## config.mk

```make
export PLATFORM = sky130hd
export DESIGN_NAME = pdu_inbuf_arb
export DESIGN_NICKNAME = d
export VERILOG_FILES = /design/src/rtl/pdu_inbuf_arb.sv
export SDC_FILE = /design/constraint.sdc
export NUM_CORES = 1
export LEC_CHECK = 0
export ABC_AREA = 1
export CAP_MARGIN = 0
export CORE_UTILIZATION = 30
export DETAILED_ROUTE_END_ITERATION = 8
export SLEW_MARGIN = 20
export SYNTH_ARGS = -nofsm -noshare
export SYNTH_HDL_FRONTEND = slang
export SYNTH_SLANG_ARGS = --single-unit
```

## constraint.sdc

```tcl
create_clock -name clk -period 14.95 [get_ports clk]
set_clock_uncertainty 0.05 [all_clocks]
set_input_delay 3.7375 -clock clk [delete_from_list [all_inputs] [get_ports clk]]
set_output_delay 3.7375 -clock clk [all_outputs]
set_load 0.01 [all_outputs]
```

## src/rtl/pdu_inbuf_arb.sv

```systemverilog
// PDU input scheduler: round-robin arbiter over two instruction requesters feeding a DEPTH-entry FIFO.
// Latency: an accepted instruction is visible at to_pdubuf_dout one cycle after its push edge (no bypass).
// Backpressure: reqN_ready drops while the FIFO is full or in reset; PDU pops are ignored while reg_stall is high.
// Build option: define PDU_ARB_PRIO_EN for strict req0-over-req1 priority instead of round robin.

`ifndef TO_PDUBUF_BW
`define TO_PDUBUF_BW 64
`endif

module pdu_inbuf_arb #(
    parameter int DATA_BW = `TO_PDUBUF_BW,
    parameter int DEPTH   = 4,
    parameter int PTR_BW  = 2
) (
    input  logic               clk,
    input  logic               rst,
    input  logic               req0_valid,
    input  logic [DATA_BW-1:0] req0_data,
    output logic               req0_ready,
    input  logic               req1_valid,
    input  logic [DATA_BW-1:0] req1_data,
    output logic               req1_ready,
    input  logic               reg_stall,
    input  logic               pdu_pop,
    output logic [DATA_BW-1:0] to_pdubuf_dout,
    output logic               to_pdubuf_empty,
    output logic [PTR_BW:0]    buf_count,
    output logic               buf_err
);

    localparam logic [PTR_BW:0] FULL_CNT = (PTR_BW+1)'(DEPTH);

    // Storage and control state
    logic [DATA_BW-1:0] mem_q [DEPTH];
    logic [PTR_BW-1:0]  rd_ptr_q, rd_ptr_d;
    logic [PTR_BW-1:0]  wr_ptr_q, wr_ptr_d;
    logic [PTR_BW:0]    count_q,  count_d;
    logic               last_grant_q, last_grant_d;
    logic               buf_err_q, buf_err_d;

    logic               full;
    logic               empty;
    logic               grant0;
    logic               grant1;
    logic               push;
    logic               pop;
    logic [DATA_BW-1:0] push_data;

    assign full  = (count_q == FULL_CNT);
    assign empty = (count_q == '0);

    // Pick at most one requester; ties go to whoever did not win last time.
    always_comb begin
        grant0 = 1'b0;
        grant1 = 1'b0;
`ifdef PDU_ARB_PRIO_EN
        if (req0_valid) begin
            grant0 = 1'b1;
        end else if (req1_valid) begin
            grant1 = 1'b1;
        end
`else
        if (req0_valid && req1_valid) begin
            if (last_grant_q) begin
                grant0 = 1'b1;
            end else begin
                grant1 = 1'b1;
            end
        end else begin
            grant0 = req0_valid;
            grant1 = req1_valid;
        end
`endif
    end

    // Ready is held low while reset is asserted so nothing looks accepted during reset.
    assign req0_ready = grant0 & ~full & rst;
    assign req1_ready = grant1 & ~full & rst;

    assign push      = (req0_valid & req0_ready) | (req1_valid & req1_ready);
    assign push_data = req1_ready ? req1_data : req0_data;
    assign pop       = pdu_pop & ~reg_stall & ~empty;

    // Next-state for pointers, occupancy, round-robin history and the sticky error.
    always_comb begin
        rd_ptr_d     = rd_ptr_q;
        wr_ptr_d     = wr_ptr_q;
        count_d      = count_q;
        last_grant_d = last_grant_q;
        buf_err_d    = buf_err_q;
        if (push) begin
            wr_ptr_d     = wr_ptr_q + 1'b1;
            last_grant_d = req1_ready;
        end
        if (pop) begin
            rd_ptr_d = rd_ptr_q + 1'b1;
        end
        if (push && !pop) begin
            count_d = count_q + 1'b1;
        end else if (pop && !push) begin
            count_d = count_q - 1'b1;
        end
        if (pdu_pop && !reg_stall && empty) begin
            buf_err_d = 1'b1;
        end
    end

    // Control registers; reset discards any buffered entries.
    always_ff @(posedge clk or negedge rst) begin
        if (!rst) begin
            rd_ptr_q     <= '0;
            wr_ptr_q     <= '0;
            count_q      <= '0;
            last_grant_q <= 1'b1;
            buf_err_q    <= 1'b0;
        end else begin
            rd_ptr_q     <= rd_ptr_d;
            wr_ptr_q     <= wr_ptr_d;
            count_q      <= count_d;
            last_grant_q <= last_grant_d;
            buf_err_q    <= buf_err_d;
        end
    end

    // Entry storage needs no reset: occupancy alone says which entries are live.
    always_ff @(posedge clk) begin
        if (push) begin
            mem_q[wr_ptr_q] <= push_data;
        end
    end

    assign to_pdubuf_dout  = empty ? '0 : mem_q[rd_ptr_q];
    assign to_pdubuf_empty = empty;
    assign buf_count       = count_q;
    assign buf_err         = buf_err_q;

endmodule

```

Word-level counts from Yosys, hierarchy flattened
Memories as Yosys holds them, arrays and structs flattened.
Cells that the tools add are included.
Widths: inputs -> output; s select.
{ "word_totals": {"in_bits": 134, "output_inout_bits": 71, "latch_bits": 0, "rom_bits": 0, "mem_bits_rw": 256, "word_cells": 43, "register_bits": 9, "n_memories": 1} }
{ "mem_list": {"columns": ["memory", "words", "width", "read_ports", "rd_ports_with_merged_regs", "wr", "line_no", "rtl"], "rows": [
  ["mem_q", 4, 64, 1, 0, 1, "34", "logic [DATA_BW-1:0] mem_q [DEPTH];"]
]} }
{ "classes": {"n_eq_ne": 1, "addsub": 4, "muxes": 10, "shifts": 0, "mul": 0, "n_lt_le_gt_ge": 0, "reduce_logical": 10, "bitwise": 12, "n_div": 0} }
{ "ops": {"columns": ["op", "count"], "rows": [
  ["$mux 64", 2],
  ["$and 1x1->1", 8],
  ["$mux 1", 6],
  ["$mux 3", 2],
  ["$logic_and 1x1->1", 5],
  ["$add 2x1->2 const B", 2],
  ["$add 3x1->3 const B", 1],
  ["$eq 3x3->1 const B", 1],
  ["$logic_not 1->1", 3],
  ["$logic_not 3->1", 1],
  ["$not 1->1", 3],
  ["$sub 3x1->3 const B", 1],
  ["$reduce_bool 2->1", 1],
  ["$or 1x1->1", 1]
]} }

Longest topological paths before layout
Gate-level depths: netlist of run 1.
{ "depth": {"depth_word": 10, "ltp_mapped": 12, "ltp_nobuf": 12} }

Worst setup path before layout of run 1
OpenSTA, ideal clock, no wires.
{ "synth_path": {"path_kind": "input to register", "from": "in req0_valid", "to": "mem mem_q[0][0] (netlist bit) (enable)", "required_time_ps": 14316, "t_arrival_ps": 8882, "setup_time_ps": 584, "path_stages": 6, "path_buffers": 1, "slack_ps": 5434, "path_cell_list": "nand2_1 -> inv_1 -> nor2_1 -> nand2_2 -> buf_2 -> a21boi_0"} }
{ "synth_via": {"elab_chain_cells": 8, "word_cells_on_any_way": 12, "cone_classes": "4 x mux; 7 x bitwise; 1 x reduce/logical"} }
{ "synth_rtl": {"columns": ["item", "line_no", "rtl"], "rows": [
  ["from (decl)", "17", "input logic req0_valid,"],
  ["$logic_and 1x1->1", "63", "if (req0_valid && req1_valid) begin"],
  ["$mux 1", "63", null],
  ["$and 1x1->1 (on tied branches) (2 in a row)", "77, 78", null],
  ["$and 1x1->1", "80", "assign push = (req0_valid & req0_ready) | (req1_valid & req1_ready);"],
  ["$or 1x1->1 *", "80", null],
  ["$mux 1 *", "127", "if (push) begin"],
  ["$mux 1 (implied by the code) *", "128", "mem_q[wr_ptr_q] <= push_data;"],
  ["to (decl)", "34", null]
]} }
Mark *: on every way between the ends. The rest lies on a longest branch, timed or not.

Worst setup path after layout of run 1
{ "layout_path": {"from": "in rst", "to": "out req1_ready"} }
{ "layout_via": {"elab_chain_cells": 1} }
{ "layout_rtl": {"columns": ["item", "line_no", "rtl"], "rows": [
  ["from (decl)", "16", "input logic rst,"],
  ["$and 1x1->1", "78", "assign req1_ready = grant1 & ~full & rst;"],
  ["to (decl)", "22", "output logic req1_ready,"]
]} }
Every way passes these cells.

==> results.toml, run 1 <==
[clock_network]
tritoncts = "built"
cts_resized = 0
clkTransAtPathRegs_ns = 0.06
cts-htree-levels = 1
cts_hold_buf = 0
cts_buffer_depth = 3
cts_root_buffer = "clkbuf_16"
post_cts_buffers = 0
cts_made_buffers = 29
clock-sinks = 265
clock_latency_ns = 0.54

[detailed_routing]
vias = 7721
drt_pass1_iterations = 4
drt_drc_violations_left = 0
routed_via_density = 4.45
first_iter_violations = 410
ant_nets = 0
post_drt_wl_per_cell_um = 15.4
routed_wl_um = 26700

[sta]
max_slew_margin = 0.284
slew_violations = 0
period_needed_ns = 10.51
finalHoldViolCount = 0
holdWs_ns = 0.430
fin_crit_sh = 0.703
worst_pin_slew_ns = 1.07
tns_ns = 0
timing.fmax_ghz = 0.0952
setup_viol = 0
grt_setup_unrepaired = "false"
finalWorstSetupSlack_ns = 4.44

[final_layout]
final-seq-area_sq_mm = 0.00792
multi_input_area_sq_mm = 0.00297
areaGrowthSynthToFinish_pct = 28.5
postLayoutCellArea_sq_mm = 0.0145
final_layout_size_suffix_gt1_frac = 0.0487
fin_cells = 1737
fillCellCount = 3568
nets = 1353
num_antenna_cells = 0

[worst_hold_path]
hold_path.class = "reg -> reg"
hp-start = "last_grant_q"
worstHoldEndpoint = "last_grant_q"
whs_path_depth = 2

[pwr]
pwr-share-seq = 0.379
intPower_w = 0.00181
switching_share = 0.349
p_leak_nw = 5.19
combPwrFrac = 0.398
pwr-share-clk = 0.223
ir_drop_v = 0.000113
power_density_mw_per_mm2 = 192
net-switching-power_w = 0.000972

[setup_path]
path_class = "in -> out"
worst-r2r-setup-slack_ns = 12.20
r2r-end = "mem_q[1][38]"
r2r_start = "buf_count[1]"
ff2ff_path_depth = 5
crit_required_ns = 11.16
critPathMaxFanout = 73
endpoint_kind = "primary output"
arrival_ns = 6.72
crit_start = "rst"
crit_path_start_kind = "input port"

[placement]
post-dp-hpwl_um = 14900
place_congestion = 0.707
placed_area_sq_mm = 0.0137
port_buffers = 204
place_ws_ns = 4.35
dp_cells = 1686

[yosys]
synth_common_cells = "nor2_1, edfxtp_1, nand2_1"
async_reset_ff_frac = 0.0340
synth_edf_count = 256
synth_most_common_cell = "nor2_1"
syn_avg_cell_area_sq_um = 11.0
yosysUniqueCellTypes = 25
yosysSeqAreaShare = 0.699
synth_area_sq_mm = 0.0113
ys_ff_latch = 265
synthFlopType = "edfxtp_1"
synth_cells = 1029
yosysWarnings = 0
yosys.area.top_type = "edfxtp_1"
yosysTopAreaCellShare = 0.679
synth_area_leaders = "edfxtp_1, nor2_1, nand2_1, o21ai_0, a21oi_1"
synth.net_count = 1169

[grt]
grt_pass1_wl_um = 41000
antenna_found_initial = 0
grt_pass1_vias = 7640
grt_remaining_overflow = 0
grt.total_usage = 0.136
grt_max_degree = 74

[die]
die_w_um = 196
die_area_sq_mm = 0.0385
die_h_um = 196
core_area_sq_mm = 0.0369
rows = 70
start_util = 0.307
io_pins = 205

[status]
status = "finished clean"

[job]
cap_violations = 0
power by group through the flow:
stage                     registers [W]  logic [W]  clock network [W]
final                           0.00106    0.00111           0.000621
after global routing            0.00107    0.00124           0.000668
after global placement          0.00107    0.00112                  0
after detailed placement        0.00107    0.00113                  0
after CTS                       0.00106    0.00114           0.000642
after floorplan                 0.00105   0.000660                  0
worst max path at each step:
stage | depth (start not counted) | to | slack, ns
detailed placement | 7 | req1_ready | 4.35
CTS | 7 | req1_ready | 4.32
floorplan | 6 | mem_q[0][0] | 5.43
global placement | 7 | req1_ready | 4.36
finish | 7 | req1_ready | 4.44
global route | 7 | req1_ready | 4.12
sequential cells by signal (all words and copies together) (netlist names):
signal and count:
mem_q 256, buf_count 3, rd_ptr_q 2, wr_ptr_q 2, buf_err 1, last_grant_q 1
cells by family after synthesis:
kind of cell / count (synthesis) / synth area share
flip-flops: 265 / 0.699
XOR/XNOR: 3 / 0.00232
AO/OA/AOI/OAI: 198 / 0.0887
buffers and inverters: 78 / 0.0426
adder cells (fa/ha/maj): 6 / 0.00730
AND/OR/NAND/NOR: 479 / 0.160
cell usage in the layout (no fill, tap or decap), types with 2 or more instances in the layout:
cell type / instances
nor2_1: 258
edfxtp_1: 256
nand2_1: 214
clkdlybuf4s50_1: 204
o21ai_0: 70
a21oi_1: 64
o21ai_1: 59
clkbuf_16: 29
buf_4: 12
inv_1: 11
clkbuf_1: 11
dfrtp_1: 6
nand3_1: 5
ha_1: 5
a21boi_4: 4
clkinv_2: 4
clkinv_1: 4
inv_2: 3
xnor2_1: 2
clkinvlp_4: 2
critical path, cell delays in order:
cell	delay, ns
clkdlybuf4s50_1	0.78
nand2_1	0.10
nor2_1	0.20
nand2_4	0.49
inv_2	0.14
buf_4	0.57
clkdlybuf4s50_1	0.67
metal layers:
layer | global-route usage | wire [um]
met1 | 0.170 | 11900
met2 | 0.243 | 13100
met3 | 0.0234 | 1170
met4 | 0.0359 | 443
met5 | 0 | 0
cell type report:
class	instances	area share
well taps	504	0.0434
repair buffers	216	0.147
flip-flops and latches	265	0.545
inverters	15	0.00405
multi-input cells	686	0.204
clock inverters	11	0.00405
clock buffers	40	0.0528
metrics by stage:
step	total power (W)	utilization
2_1_floorplan	0.00171	-
3_3_place_gp	0.00219	0.372
3_5_place_dp	0.00221	0.372
4_1_cts	0.00284	0.394
5_1_grt	0.00298	0.394
6_report	0.00278	0.394
(Power assumes the default switching activity.)
==> inputs of run 2 (changes only) <==
==> constraint.sdc (replaced) <==
create_clock -name clk -period 8.6 [get_ports clk]
set_clock_uncertainty 0.05 [all_clocks]
set_input_delay 2.15 -clock clk [delete_from_list [all_inputs] [get_ports clk]]
set_output_delay 2.15 -clock clk [all_outputs]
set_load 0.01 [all_outputs]
==> results.toml, run 2 (synthesis gave the netlist of run 1 again) <==
[final_layout]
largest_reg_flops = 256
nets = 1350
multi_input_area_sq_mm = 0.00297
top_register = "mem_q"
areaGrowthSynthToFinish_pct = 28.4
num_antenna_cells = 0
final-seq-area_sq_mm = 0.00792
fillCellCount = 3497
postLayoutCoreUtil = 0.394
final_cell_mix = "nor2_1, edfxtp_1, nand2_1, clkdlybuf4s50_1, o21ai_0"
final_common_cell = "nor2_1"
final_layout_size_suffix_gt1_frac = 0.0457

[detailed_routing]
drt_drc_violations_left = 0
drt_pass1_iterations = 7
vias = 7723
routed_wl_um = 26600
ant_nets = 0
first_iter_violations = 482
routed_via_density = 4.46
post_drt_wl_per_cell_um = 15.4

[sta]
tns_ns = 0
setup_viol = 0
worst_pin_slew_ns = 1.07
max_slew_margin = 0.289
period_needed_ns = 6.63
grt_setup_unrepaired = "false"
timing.fmax_ghz = 0.151
fin_crit_sh = 0.771
slew_violations = 0
finalHoldViolCount = 0

[die]
start_util = 0.307
die_w_um = 196
die_h_um = 196
io_pins = 205
core_area_sq_mm = 0.0369
die_area_sq_mm = 0.0385
rows = 70

[pwr]
p_leak_nw = 5.19
ir_drop_v = 0.000175
power_density_mw_per_mm2 = 335

[clock_network]
cts_hold_buf = 0
clkTransAtPathRegs_ns = 0.06
cts-htree-levels = 1
cts_buffer_depth = 3
cts_root_buffer = "clkbuf_16"
clock-sinks = 265
clock_latency_ns = 0.52
post_cts_buffers = 0
cts_made_buffers = 27
tritoncts = "built"
cts_resized = 0

[setup_path]
arrival_ns = 4.43
path_class = "in -> out"
cp_cell_sequence = "clkdlybuf4s50_1 -> nand2_1 -> nor2_1 -> nand2_4 -> inv_2 -> clkdlybuf4s50_1"
crit_required_ns = 6.40
crit_path_start_kind = "input port"
slowest_delay_ns = 0.75
crit_top_cell = "clkdlybuf4s50_1"
critPathMaxFanout = 73
endpoint_kind = "primary output"
cpMaxStageDelayCell = "clkdlybuf4s50_1"

[job]
cap_violations = 0

[grt]
grt.total_usage = 0.137
top_usage_layer = "met2"
antenna_found_initial = 0
gr-usage-met3 = 0.0227
grt_pass1_wl_um = 41400
grt_pass1_vias = 7661
grtUsageMet2 = 0.246
grt_remaining_overflow = 0
grt_max_degree = 74
met1_usage = 0.172

[worst_hold_path]
hold_path.class = "reg -> reg"

[placement]
place_congestion = 0.701
post-dp-hpwl_um = 14400
port_buffers = 204

[status]
status = "finished clean"
[run 2: cell type report]
type                       count  area share
clock inverter                14     0.00973
tap                          504      0.0434
multi-input combinational    686       0.204
timing repair buffer         215       0.146
sequential                   265       0.545
inverter                      15     0.00405
clock buffer                  31      0.0475
[run 2: metal layers]
layer	share of wire	vias up	wire length, um
met2	0.50	170	13200
met1	0.44	3663	11800
met5	0	-	0
met3	0.047	30	1260
met4	0.014	0	359
li1	-	3860	-
[run 2: power breakdown]
| part | switching (W) | total, W | internal, W |
|---|---|---|---|
| registers | 0.0000993 | 0.00181 | 0.00171 |
| logic | 0.00113 | 0.00195 | 0.000826 |
| clock network | 0.000455 | 0.00111 | 0.000658 |
| total | 0.00168 | 0.00487 | 0.00319 |
[run 2: final timing paths]
check                      cells after the start            to    startpoint  slack (ns)
min                                            2  last_grant_q  last_grant_q        0.42
max reg2reg                                    6  mem_q[2][35]  buf_count[0]        5.66
min in group asynchronous                      1   wr_ptr_q[1]           rst        1.90
max                                            6    req1_ready           rst        1.97
max in group asynchronous                      1   rd_ptr_q[0]           rst        6.25
min reg2reg                                    2  last_grant_q  last_grant_q        0.42
[run 2: through the flow]
stage          cell area (sq um)  hold slack, ns  setup slack, ns  total power [W]  cells
2_1_floorplan              11300           0.401            0.672          0.00297   1029
3_3_place_gp               13700           0.415             1.92          0.00383   1685
3_5_place_dp               13700           0.418             1.89          0.00384   1685
4_1_cts                    14500           0.427             1.89          0.00497   1730
5_1_grt                    14500           0.464             1.74          0.00520   1730
6_report                   14500           0.425             1.97          0.00487   1730
[run 2: critical path, delay by kind of cell]
kind,cells,cell delay (ns)
and+or+nand+nor,3,0.77
buffers and inverters,3,1.48
==> inputs of run 3 (changes only) <==
==> constraint.sdc (replaced) <==
create_clock -name clk -period 6.6 [get_ports clk]
set_clock_uncertainty 0.05 [all_clocks]
set_input_delay 1.65 -clock clk [delete_from_list [all_inputs] [get_ports clk]]
set_output_delay 1.65 -clock clk [all_outputs]
set_load 0.01 [all_outputs]
==> results.toml, run 3 (synthesis gave the netlist of run 1 again) <==
[pwr]
net-switching-power_w = 0.00222
pwr-share-seq = 0.362
ir_drop_v = 0.000333
pwr-share-clk = 0.244
switching_share = 0.343
power_density_mw_per_mm2 = 442
combPwrFrac = 0.394
p_leak_nw = 5.28
intPower_w = 0.00427
total_power_w = 0.00649

[grt]
grt_remaining_overflow = 0
grt_max_degree = 96
grt_pass1_wl_um = 41700
grt_pass1_vias = 7793
grt.total_usage = 0.137
antenna_found_initial = 0

[setup_path]
path_class = "in -> out"
critPathMaxFanout = 11
arrival_ns = 3.41
endpoint_kind = "primary output"
crit_required_ns = 4.90
crit_path_start_kind = "input port"

[clock_network]
cts_resized = 0
clock-sinks = 265
cts_buffer_depth = 3
cts_root_buffer = "clkbuf_16"
cts-htree-levels = 1
cts_hold_buf = 0
clkTransAtPathRegs_ns = 0.06
cts_made_buffers = 29
post_cts_buffers = 0
clock_latency_ns = 0.53
tritoncts = "built"

[status]
status = "finished clean"

[sta]
fin_crit_sh = 0.775
grt_setup_unrepaired = "false"
setup_viol = 0
max_slew_margin = 0.367
timing.fmax_ghz = 0.196
worst_pin_slew_ns = 0.950
period_needed_ns = 5.11
slew_violations = 0
finalHoldViolCount = 0

[die]
core_area_sq_mm = 0.0369
die_h_um = 196
io_pins = 205
die_w_um = 196
start_util = 0.307
die_area_sq_mm = 0.0385
rows = 70

[placement]
place_congestion = 0.705
port_buffers = 204
post-dp-hpwl_um = 15600

[final_layout]
final_layout_size_suffix_gt1_frac = 0.0565
nets = 1358
final_common_cell = "nor2_1"
largest_reg_flops = 256
postLayoutCoreUtil = 0.398
num_antenna_cells = 0
final_cell_mix = "nor2_1, edfxtp_1, nand2_1, clkdlybuf4s50_1, o21ai_0"
fillCellCount = 3544
top_register = "mem_q"
final-seq-area_sq_mm = 0.00792
multi_input_area_sq_mm = 0.00297
areaGrowthSynthToFinish_pct = 29.8

[job]
cap_violations = 0

[detailed_routing]
drt_pass1_iterations = 4
first_iter_violations = 502
vias = 7826
drt_drc_violations_left = 0
routed_wl_um = 26700
post_drt_wl_per_cell_um = 15.3
routed_via_density = 4.49
ant_nets = 0

[worst_hold_path]
hold_path.class = "reg -> reg"
-- run 3: final timing paths --
| path | start | end | slack (ns) | depth (start not counted) |
|---|---|---|---|---|
| setup / recovery | rst | req0_ready | 1.49 | 7 |
| hold / removal | last_grant_q | last_grant_q | 0.43 | 2 |
| setup reg to reg | buf_count[1] | buf_count[1] | 3.88 | 10 |
| hold reg to reg | last_grant_q | last_grant_q | 0.43 | 2 |
| max in group asynchronous | rst | rd_ptr_q[0] | 4.75 | 1 |
| min in group asynchronous | rst | buf_count[1] | 1.39 | 1 |
-- run 3: stage by stage --
step                hold slack [ns]  instance area, sq um  setup TNS [ns]  cells  setup WS [ns]
floorplan                     0.401                 11300         -201.35   1029         -0.828
global placement              0.415                 13700               0   1691           1.42
detailed placement            0.425                 13700               0   1691           1.44
CTS                           0.434                 14700               0   1744           1.41
global route                  0.453                 14700               0   1744           1.18
finish                        0.431                 14700               0   1744           1.49
-- run 3: area by class of cell --
class / count / share of cell area
clock buffer: 35 / 0.0509
clock inverter: 18 / 0.0129
inverter: 15 / 0.00400
multi-input combinational: 686 / 0.202
sequential: 265 / 0.539
tap: 504 / 0.0429
timing repair buffer: 221 / 0.148
-- run 3: worst max-delay path, cell delays in order --
cell and delay (ns):
clkdlybuf4s50_1 0.76, nand2_1 0.09, inv_1 0.07, nand3_1 0.07
buf_4 0.19, inv_1 0.06, clkdlybuf4s50_1 0.52
-- run 3: power by group through the flow --
| stage | logic [W] | registers, W | clock network [W] |
|---|---|---|---|
| 6_report | 0.00256 | 0.00235 | 0.00159 |
| 5_1_grt | 0.00284 | 0.00238 | 0.00169 |
| 4_1_cts | 0.00262 | 0.00235 | 0.00163 |
| 3_5_place_dp | 0.00261 | 0.00239 | 0 |
| 3_3_place_gp | 0.00259 | 0.00238 | 0 |
| 2_1_floorplan | 0.00150 | 0.00237 | 0 |
-- run 3: layer usage --
layer,vias to the layer above,track usage,wire (um)
li1,3885,-,-
met1,3757,0.173,11900
met2,154,0.245,13200
met3,30,0.0246,1170
met4,0,0.0298,402
met5,-,0,0
